--- src/rtl/uart_tx_word_sequencer_if.sv ---
// Bundle between the requesting logic, the word sequencer and the UART byte transmitter.
// The master side is the requester/transmitter pair; the slave side is the sequencer.
interface uart_tx_word_sequencer_if #(
   parameter int DATA_W = 32
);
   localparam int BYTES = DATA_W / 8;
   localparam int IDX_W = $clog2(BYTES + 1);

   logic              control_tx_i;
   logic [DATA_W-1:0] data_i;
   logic              msb_first_i;
   logic              tx_rdy_i;
   logic              tx_start_o;
   logic [7:0]        tx_byte_o;
   logic [IDX_W-1:0]  byte_idx_o;
   logic              busy_o;
   logic              send_clear_o;
   logic              wr_o;
   logic              err_o;

   modport master (
      output control_tx_i, data_i, msb_first_i, tx_rdy_i,
      input  tx_start_o, tx_byte_o, byte_idx_o, busy_o, send_clear_o, wr_o, err_o
   );

   modport slave (
      input  control_tx_i, data_i, msb_first_i, tx_rdy_i,
      output tx_start_o, tx_byte_o, byte_idx_o, busy_o, send_clear_o, wr_o, err_o
   );
endinterface

--- src/rtl/uart_tx_word_sequencer.sv ---
// Splits a DATA_W-bit word into bytes for a UART byte transmitter, with optional inter-byte gap.
// Define UART_TX_TIMEOUT_EN to add a per-byte tx_rdy_i watchdog that aborts the word with err_o.
module uart_tx_word_sequencer #(
   parameter int DATA_W         = 32,
   parameter int GAP_CYCLES     = 0,
   parameter int TIMEOUT_CYCLES = 1048575
) (
   input  logic                      clk_i,
   input  logic                      reset_i,
   uart_tx_word_sequencer_if.slave   bus
);
   localparam int BYTES = DATA_W / 8;
   localparam int IDX_W = $clog2(BYTES + 1);
   localparam int GAP_W = (GAP_CYCLES > 1) ? $clog2(GAP_CYCLES) : 1;
   localparam logic [IDX_W-1:0] LAST_IDX = IDX_W'(BYTES - 1);
   localparam logic [GAP_W-1:0] GAP_LOAD = (GAP_CYCLES > 0) ? GAP_W'(GAP_CYCLES - 1) : '0;

   if ((DATA_W % 8) != 0 || DATA_W < 8 || TIMEOUT_CYCLES < 1) begin : g_paramCheck
      $error("uart_tx_word_sequencer: DATA_W must be a multiple of 8 and TIMEOUT_CYCLES positive");
   end

`ifdef UART_TX_TIMEOUT_EN
   typedef enum logic [2:0] {IDLE, START, WAIT, GAP, DONE, ABORT} state_e;
   localparam int TOUT_W = $clog2(TIMEOUT_CYCLES + 1);
   localparam logic [TOUT_W-1:0] TOUT_LAST = TOUT_W'(TIMEOUT_CYCLES - 1);
   logic [TOUT_W-1:0] tout_q, tout_d;
`else
   typedef enum logic [2:0] {IDLE, START, WAIT, GAP, DONE} state_e;
`endif

   state_e            state_q, state_d;
   logic [DATA_W-1:0] word_q, word_d;
   logic              msbFirst_q, msbFirst_d;
   logic [IDX_W-1:0]  idx_q, idx_d;
   logic [GAP_W-1:0]  gapCnt_q, gapCnt_d;
   logic [7:0]        txByte_q, txByte_d;
   logic [IDX_W-1:0]  byteIdx_q, byteIdx_d;

   function automatic logic [7:0] pickByte(input logic [DATA_W-1:0] w, input logic msb,
                                           input logic [IDX_W-1:0] i);
      logic [IDX_W-1:0] k;
      k = msb ? (LAST_IDX - i) : i;
      return w[8*int'(k) +: 8];
   endfunction

   always_ff @(posedge clk_i or negedge reset_i) begin
      if (!reset_i) begin
         state_q    <= IDLE;
         word_q     <= '0;
         msbFirst_q <= 1'b0;
         idx_q      <= '0;
         gapCnt_q   <= '0;
         txByte_q   <= '0;
         byteIdx_q  <= '0;
`ifdef UART_TX_TIMEOUT_EN
         tout_q     <= '0;
`endif
      end else begin
         state_q    <= state_d;
         word_q     <= word_d;
         msbFirst_q <= msbFirst_d;
         idx_q      <= idx_d;
         gapCnt_q   <= gapCnt_d;
         txByte_q   <= txByte_d;
         byteIdx_q  <= byteIdx_d;
`ifdef UART_TX_TIMEOUT_EN
         tout_q     <= tout_d;
`endif
      end
   end

   always_comb begin
      state_d    = state_q;
      word_d     = word_q;
      msbFirst_d = msbFirst_q;
      idx_d      = idx_q;
      gapCnt_d   = gapCnt_q;
      txByte_d   = txByte_q;
      byteIdx_d  = byteIdx_q;
`ifdef UART_TX_TIMEOUT_EN
      tout_d     = tout_q;
`endif
      case (state_q)
         IDLE: begin
            if (bus.control_tx_i) begin
               word_d     = bus.data_i;
               msbFirst_d = bus.msb_first_i;
               idx_d      = '0;
               state_d    = START;
            end
         end
         START: begin
            state_d = WAIT;
`ifdef UART_TX_TIMEOUT_EN
            tout_d  = '0;
`endif
         end
         WAIT: begin
            // A completed byte wins over a watchdog expiring in the same cycle.
            if (bus.tx_rdy_i) begin
               if (idx_q == LAST_IDX) begin
                  state_d = DONE;
               end else begin
                  idx_d = idx_q + 1'b1;
                  if (GAP_CYCLES > 0) begin
                     gapCnt_d = GAP_LOAD;
                     state_d  = GAP;
                  end else begin
                     state_d = START;
                  end
               end
            end
`ifdef UART_TX_TIMEOUT_EN
            else if (tout_q == TOUT_LAST) begin
               state_d = ABORT;
            end else begin
               tout_d = tout_q + 1'b1;
            end
`endif
         end
         GAP: begin
            if (gapCnt_q == '0) begin
               state_d = START;
            end else begin
               gapCnt_d = gapCnt_q - 1'b1;
            end
         end
         DONE:    state_d = IDLE;
`ifdef UART_TX_TIMEOUT_EN
         ABORT:   state_d = IDLE;
`endif
         default: state_d = IDLE;
      endcase

      // Byte and index outputs are loaded as START is entered and held until the next START.
      if (state_d == START) begin
         txByte_d  = pickByte(word_d, msbFirst_d, idx_d);
         byteIdx_d = idx_d;
      end
   end

   assign bus.tx_start_o   = (state_q == START);
   assign bus.tx_byte_o    = txByte_q;
   assign bus.byte_idx_o   = byteIdx_q;
   assign bus.busy_o       = (state_q != IDLE);
   assign bus.wr_o         = (state_q == DONE);
`ifdef UART_TX_TIMEOUT_EN
   assign bus.send_clear_o = (state_q == DONE) || (state_q == ABORT);
   assign bus.err_o        = (state_q == ABORT);
`else
   assign bus.send_clear_o = (state_q == DONE);
   assign bus.err_o        = 1'b0;
`endif
endmodule

--- src/flat_wrapper.sv ---
// flat-port wrapper written by rule: the top's interface ports become plain ports
module uart_tx_word_sequencer_flat 
#(
   parameter int DATA_W         = 32,
   parameter int GAP_CYCLES     = 0,
   parameter int TIMEOUT_CYCLES = 1048575
)
  (clk_i, reset_i, bus_control_tx_i, bus_data_i, bus_msb_first_i, bus_tx_rdy_i, bus_tx_start_o, bus_tx_byte_o, bus_byte_idx_o, bus_busy_o, bus_send_clear_o, bus_wr_o, bus_err_o);
  uart_tx_word_sequencer_if #(.DATA_W(DATA_W)) bus_i ();
  input  logic clk_i;
  input  logic reset_i;
  input wire logic [$bits(bus_i.control_tx_i)-1:0] bus_control_tx_i;
  input wire logic [$bits(bus_i.data_i)-1:0] bus_data_i;
  input wire logic [$bits(bus_i.msb_first_i)-1:0] bus_msb_first_i;
  input wire logic [$bits(bus_i.tx_rdy_i)-1:0] bus_tx_rdy_i;
  output wire logic [$bits(bus_i.tx_start_o)-1:0] bus_tx_start_o;
  output wire logic [$bits(bus_i.tx_byte_o)-1:0] bus_tx_byte_o;
  output wire logic [$bits(bus_i.byte_idx_o)-1:0] bus_byte_idx_o;
  output wire logic [$bits(bus_i.busy_o)-1:0] bus_busy_o;
  output wire logic [$bits(bus_i.send_clear_o)-1:0] bus_send_clear_o;
  output wire logic [$bits(bus_i.wr_o)-1:0] bus_wr_o;
  output wire logic [$bits(bus_i.err_o)-1:0] bus_err_o;
  assign bus_i.control_tx_i = bus_control_tx_i;
  assign bus_i.data_i = bus_data_i;
  assign bus_i.msb_first_i = bus_msb_first_i;
  assign bus_i.tx_rdy_i = bus_tx_rdy_i;
  assign bus_tx_start_o = bus_i.tx_start_o;
  assign bus_tx_byte_o = bus_i.tx_byte_o;
  assign bus_byte_idx_o = bus_i.byte_idx_o;
  assign bus_busy_o = bus_i.busy_o;
  assign bus_send_clear_o = bus_i.send_clear_o;
  assign bus_wr_o = bus_i.wr_o;
  assign bus_err_o = bus_i.err_o;
  uart_tx_word_sequencer #(.DATA_W(DATA_W), .GAP_CYCLES(GAP_CYCLES), .TIMEOUT_CYCLES(TIMEOUT_CYCLES)) u_core (.clk_i(clk_i), .reset_i(reset_i), .bus(bus_i));
endmodule
--- config.mk ---
export PLATFORM = sky130hd
export DESIGN_NAME = uart_tx_word_sequencer_flat
export DESIGN_NICKNAME = d
export VERILOG_FILES = /design/src/rtl/uart_tx_word_sequencer_if.sv /design/src/rtl/uart_tx_word_sequencer.sv /design/src/flat_wrapper.sv
export SDC_FILE = /design/constraint.sdc
export NUM_CORES = 1
export LEC_CHECK = 0
export BUFFER_PORTS_ARGS = -buffer_cell sky130_fd_sc_hd__buf_4
export CORE_MARGIN = 2
export CORE_UTILIZATION = 43
export DETAILED_ROUTE_END_ITERATION = 6
export GPL_TIMING_DRIVEN = 0
export PLACE_DENSITY = 0.66
export SYNTH_ARGS = -nofsm -noshare
export SYNTH_HDL_FRONTEND = slang
export SYNTH_SLANG_ARGS = --single-unit
--- constraint.sdc ---
create_clock -name clk_i -period 3 [get_ports clk_i]
set_input_delay 0.15 -clock clk_i [delete_from_list [all_inputs] [get_ports clk_i]]
set_output_delay 0.15 -clock clk_i [all_outputs]
set_load 0.02 [all_outputs]
==> summary.md <==
| Metric | Value |
|---|---|
| Num CTS Buffers | 5 |
| PwrDens | 1100 nW/um^2 |
| Core footprint | 5110 um^2 |
| Final hold violation count | 0 |
| Worst setup path endpoint | u_core.bus.tx_byte_o[5] |
| Commonest non-fill, non-tap cell in the layout | buf_4 |
| HP Class | in -> reg |
| Die area | 5890 um^2 |
| Gate Count Post-Synth | 168 |
| Worst VDD drop | 0.000543 V |
| Synth Warn # | 0 |
| Status | completed |
| Clk slew on worst S/H paths | 0.09 ns |
| Crit. Startpoint | u_core.state_q[2] |
| PortBufs | 51 |
| Worst R2R Setup Slack | 0.28 ns |
| Internal | 0.00197 W |
| Tot GR Track Use | 0.162 |
| Most frequent cells in the layout | buf_4 (54), dfrtp_1 (50), mux2_2 (34) |
| Finished Layout Cells | 298 |
| Max_slew headroom | 0.560 |
| DR vias | 1,483 |
| Worst-Skew Late Latency | 0.30 ns |
| Largest net degree at the start of global routing | 51 |
| Top Usage Layer GRT | met2 |
| Critical path data required time | 3.16 ns |
| Unrepaired setup endpoints after global routing | false |
| Share of cells above drive strength 1 | 0.465 |
| DRT iter0 DRCs | 45 |
| Max clock buf depth | 2 |
| Fill cells | 466 |
| Total grt overflow | 0 |
| Final wirelength | 4490 um |
| Worst Tran Pin Value | 0.657 ns |
| Minimum clock period | 2.72 ns |
| Logic gate share of total power | 0.526 |
| Syn Area/Cell | 13.5 um^2 |
| Max_cap viols | 0 |
| Capturing point of the worst reg2reg path | u_core.bus.tx_byte_o[5] |
| Dominant synthesized flop cell | dfrtp_1 |
| H-tree depth | 2 |
| Switching power | 0.00115 W |
| Area post-placement | 2750 um^2 |
| Sw Ratio | 0.369 |
| Final setup viols | 0 |
| Sequential area share after synthesis | 0.550 |
| WP data arrival | 2.89 ns |
| Rows | 26 |
| Slew Limit Fails | 0 |
| Nets | 265 |
| FF-to-FF Start | u_core.state_q[2] |
| Fmax achieved | 367 MHz |
| Part of the power in registers | 0.352 |
| Die Height | 76.8 um |
| Vias in the first global route | 1,517 |
| Gp weighted congestion | 0.745 |
| Vias per cell | 4.98 |
| Post-CTS setup buffer count | 0 |
| I/O Pins | 53 |
| Residual DRC count | 0 |
| CTS tree | built |
| Leakage Power | 1.33 nW |
| Number of flops mapped to enable cells by yosys | 0 |
| Clk sinks | 50 |
| Final Cell Area | 2840 um^2 |
| Antenna violations before repair | 0 |
| Area of the multi-input gates | 933 um^2 |
| Starting Density | 0.446 |
| Clock Skews | 0.00567 ns |
| Sum of negative setup slack | 0 ns |
| Critical Path End Type | flip-flop |
| DR pass1 iterations | 4 |
| Yosys reg bits | 50 |
| Cell variety after synth | 34 |
| P&R area growth vs syn | 24.9% |
| Worst-path maximum fanout | 10 |
| Critical path class | reg -> reg |
| Chip width | 76.8 um |
| Met3 usage | 0.0306 |
| Hpwl dp | 3170 um |
| Synthesized cell area | 2280 um^2 |
| Clock Root Buffer | clkbuf_8 |
| Met2 Usage GRT | 0.258 |
| Cell count of the worst reg-to-reg path | 7 |
| Syn Nets | 206 |
| First-pass GRT wire length | 7490 um |
| Final Cycle Share | 0.907 |
| Clock share of power | 0.123 |
| CP Launch Type | flip-flop |
| Async SR Flop Fraction | 1.00 |
| Post-route antenna net violation count | 0 |
| Register area | 1250 um^2 |
| Met1 Use GR | 0.225 |
| Routed wire per std cell | 15.1 um |
| Antenna diodes | 0 |
| Total power draw | 0.00311 W |
| DP Cell Count | 289 |
-- routing by layer --
metal | vias to the layer above | share of wire
met3 | 5 | 0.037
met4 | 0 | 0.012
met5 | - | 0
met2 | 34 | 0.48
met1 | 732 | 0.47
li1 | 712 | -
-- stage by stage --
stage / utilization / worst slack (ns) / hold WS, ns
6_report: 0.557 / 0.278 / 0.0959
5_1_grt: 0.557 / 0.111 / 0.0876
4_1_cts: 0.557 / 0.222 / 0.0907
3_5_place_dp: 0.538 / 0.240 / 0.219
3_3_place_gp: 0.538 / 0.308 / 0.220
2_1_floorplan: - / 0.642 / -0.146
-- power groups by stage --
stage	sequential (W)	clock, W	combinational, W
floorplan	0.00116	0	0.00116
global placement	0.00110	0	0.00163
detailed placement	0.00111	0	0.00165
CTS	0.00110	0.000393	0.00166
global route	0.00113	0.000422	0.00179
finish	0.00109	0.000383	0.00164
-- critical path, stage by stage, from the launching register on --
cell and delay, ns:
dfrtp_1 0.38, buf_6 0.14, nor4b_4 0.62, mux2_2 0.48
xnor2_4 0.35, buf_6 0.24, mux2i_1 0.23, o221ai_1 0.14
-- synthesized netlist by cell type, drive strengths merged (2+ instances only) --
| library cell | count | share of area |
|---|---|---|
| nor2b | 2 | 0.0055 |
| inv | 3 | 0.0049 |
| nand2b | 4 | 0.011 |
| dfrtp | 50 | 0.55 |
| mux2i | 16 | 0.070 |
| clkbuf | 5 | 0.0088 |
| buf | 7 | 0.026 |
| a21oi | 4 | 0.015 |
| nor4b | 2 | 0.014 |
| mux2 | 34 | 0.17 |
| o31ai | 2 | 0.0066 |
| nand2 | 16 | 0.026 |
| o221ai | 8 | 0.031 |
-- worst min-delay path by stage --
stage / startpoint / endpoint / cells past startpoint
global placement: reset_i / u_core.word_q[15] / 1
CTS: bus_data_i[17] / u_core.word_q[17] / 2
detailed placement: reset_i / u_core.word_q[7] / 1
floorplan: reset_i / u_core.bus.byte_idx_o[0] / 0
global route: bus_data_i[6] / u_core.word_q[6] / 2
finish: bus_data_i[17] / u_core.word_q[17] / 2
-- state kept, by name, summed over array words and instances (netlist names) --
name	flops
u_core.state_q	3
u_core.msbFirst_q	1
u_core.idx_q	3
u_core.bus.tx_byte_o	8
u_core.bus.byte_idx_o	3
u_core.word_q	32
-- cell type report --
cell class | count | share of cell area
Clock buffer | 6 | 0.0255
Timing Repair Buffer | 52 | 0.138
Inverter | 3 | 0.00396
Sequential cell | 50 | 0.440
Buffer | 12 | 0.0282
Clock inverter | 2 | 0.00484
Multi-Input combinational cell | 103 | 0.328
Tap cell | 70 | 0.0308
-- logic make-up (layout without fill, tap and decap cells) --
| family | after synthesis | count (layout) | synth area share |
|---|---|---|---|
| DFF | 50 | 50 | 0.550 |
| adders and majority gates | 1 | 1 | 0.00550 |
| AOI/OAI and AO/OA | 17 | 17 | 0.0632 |
| other | 1 | 1 | 0.00165 |
| xor gates and xnor gates | 2 | 2 | 0.0159 |
| buffers and inverters | 15 | 75 | 0.0401 |
| and+or+nand+nor | 32 | 32 | 0.0852 |
| muxes | 50 | 50 | 0.239 |
-- what timing repair did --
action                                 in CTS  in global routing
hold buffers                                1                  0
gates resized for setup                     0                  0
endpoints found under the hold margin      50                  0
Power figures use the tool's default switching activity.
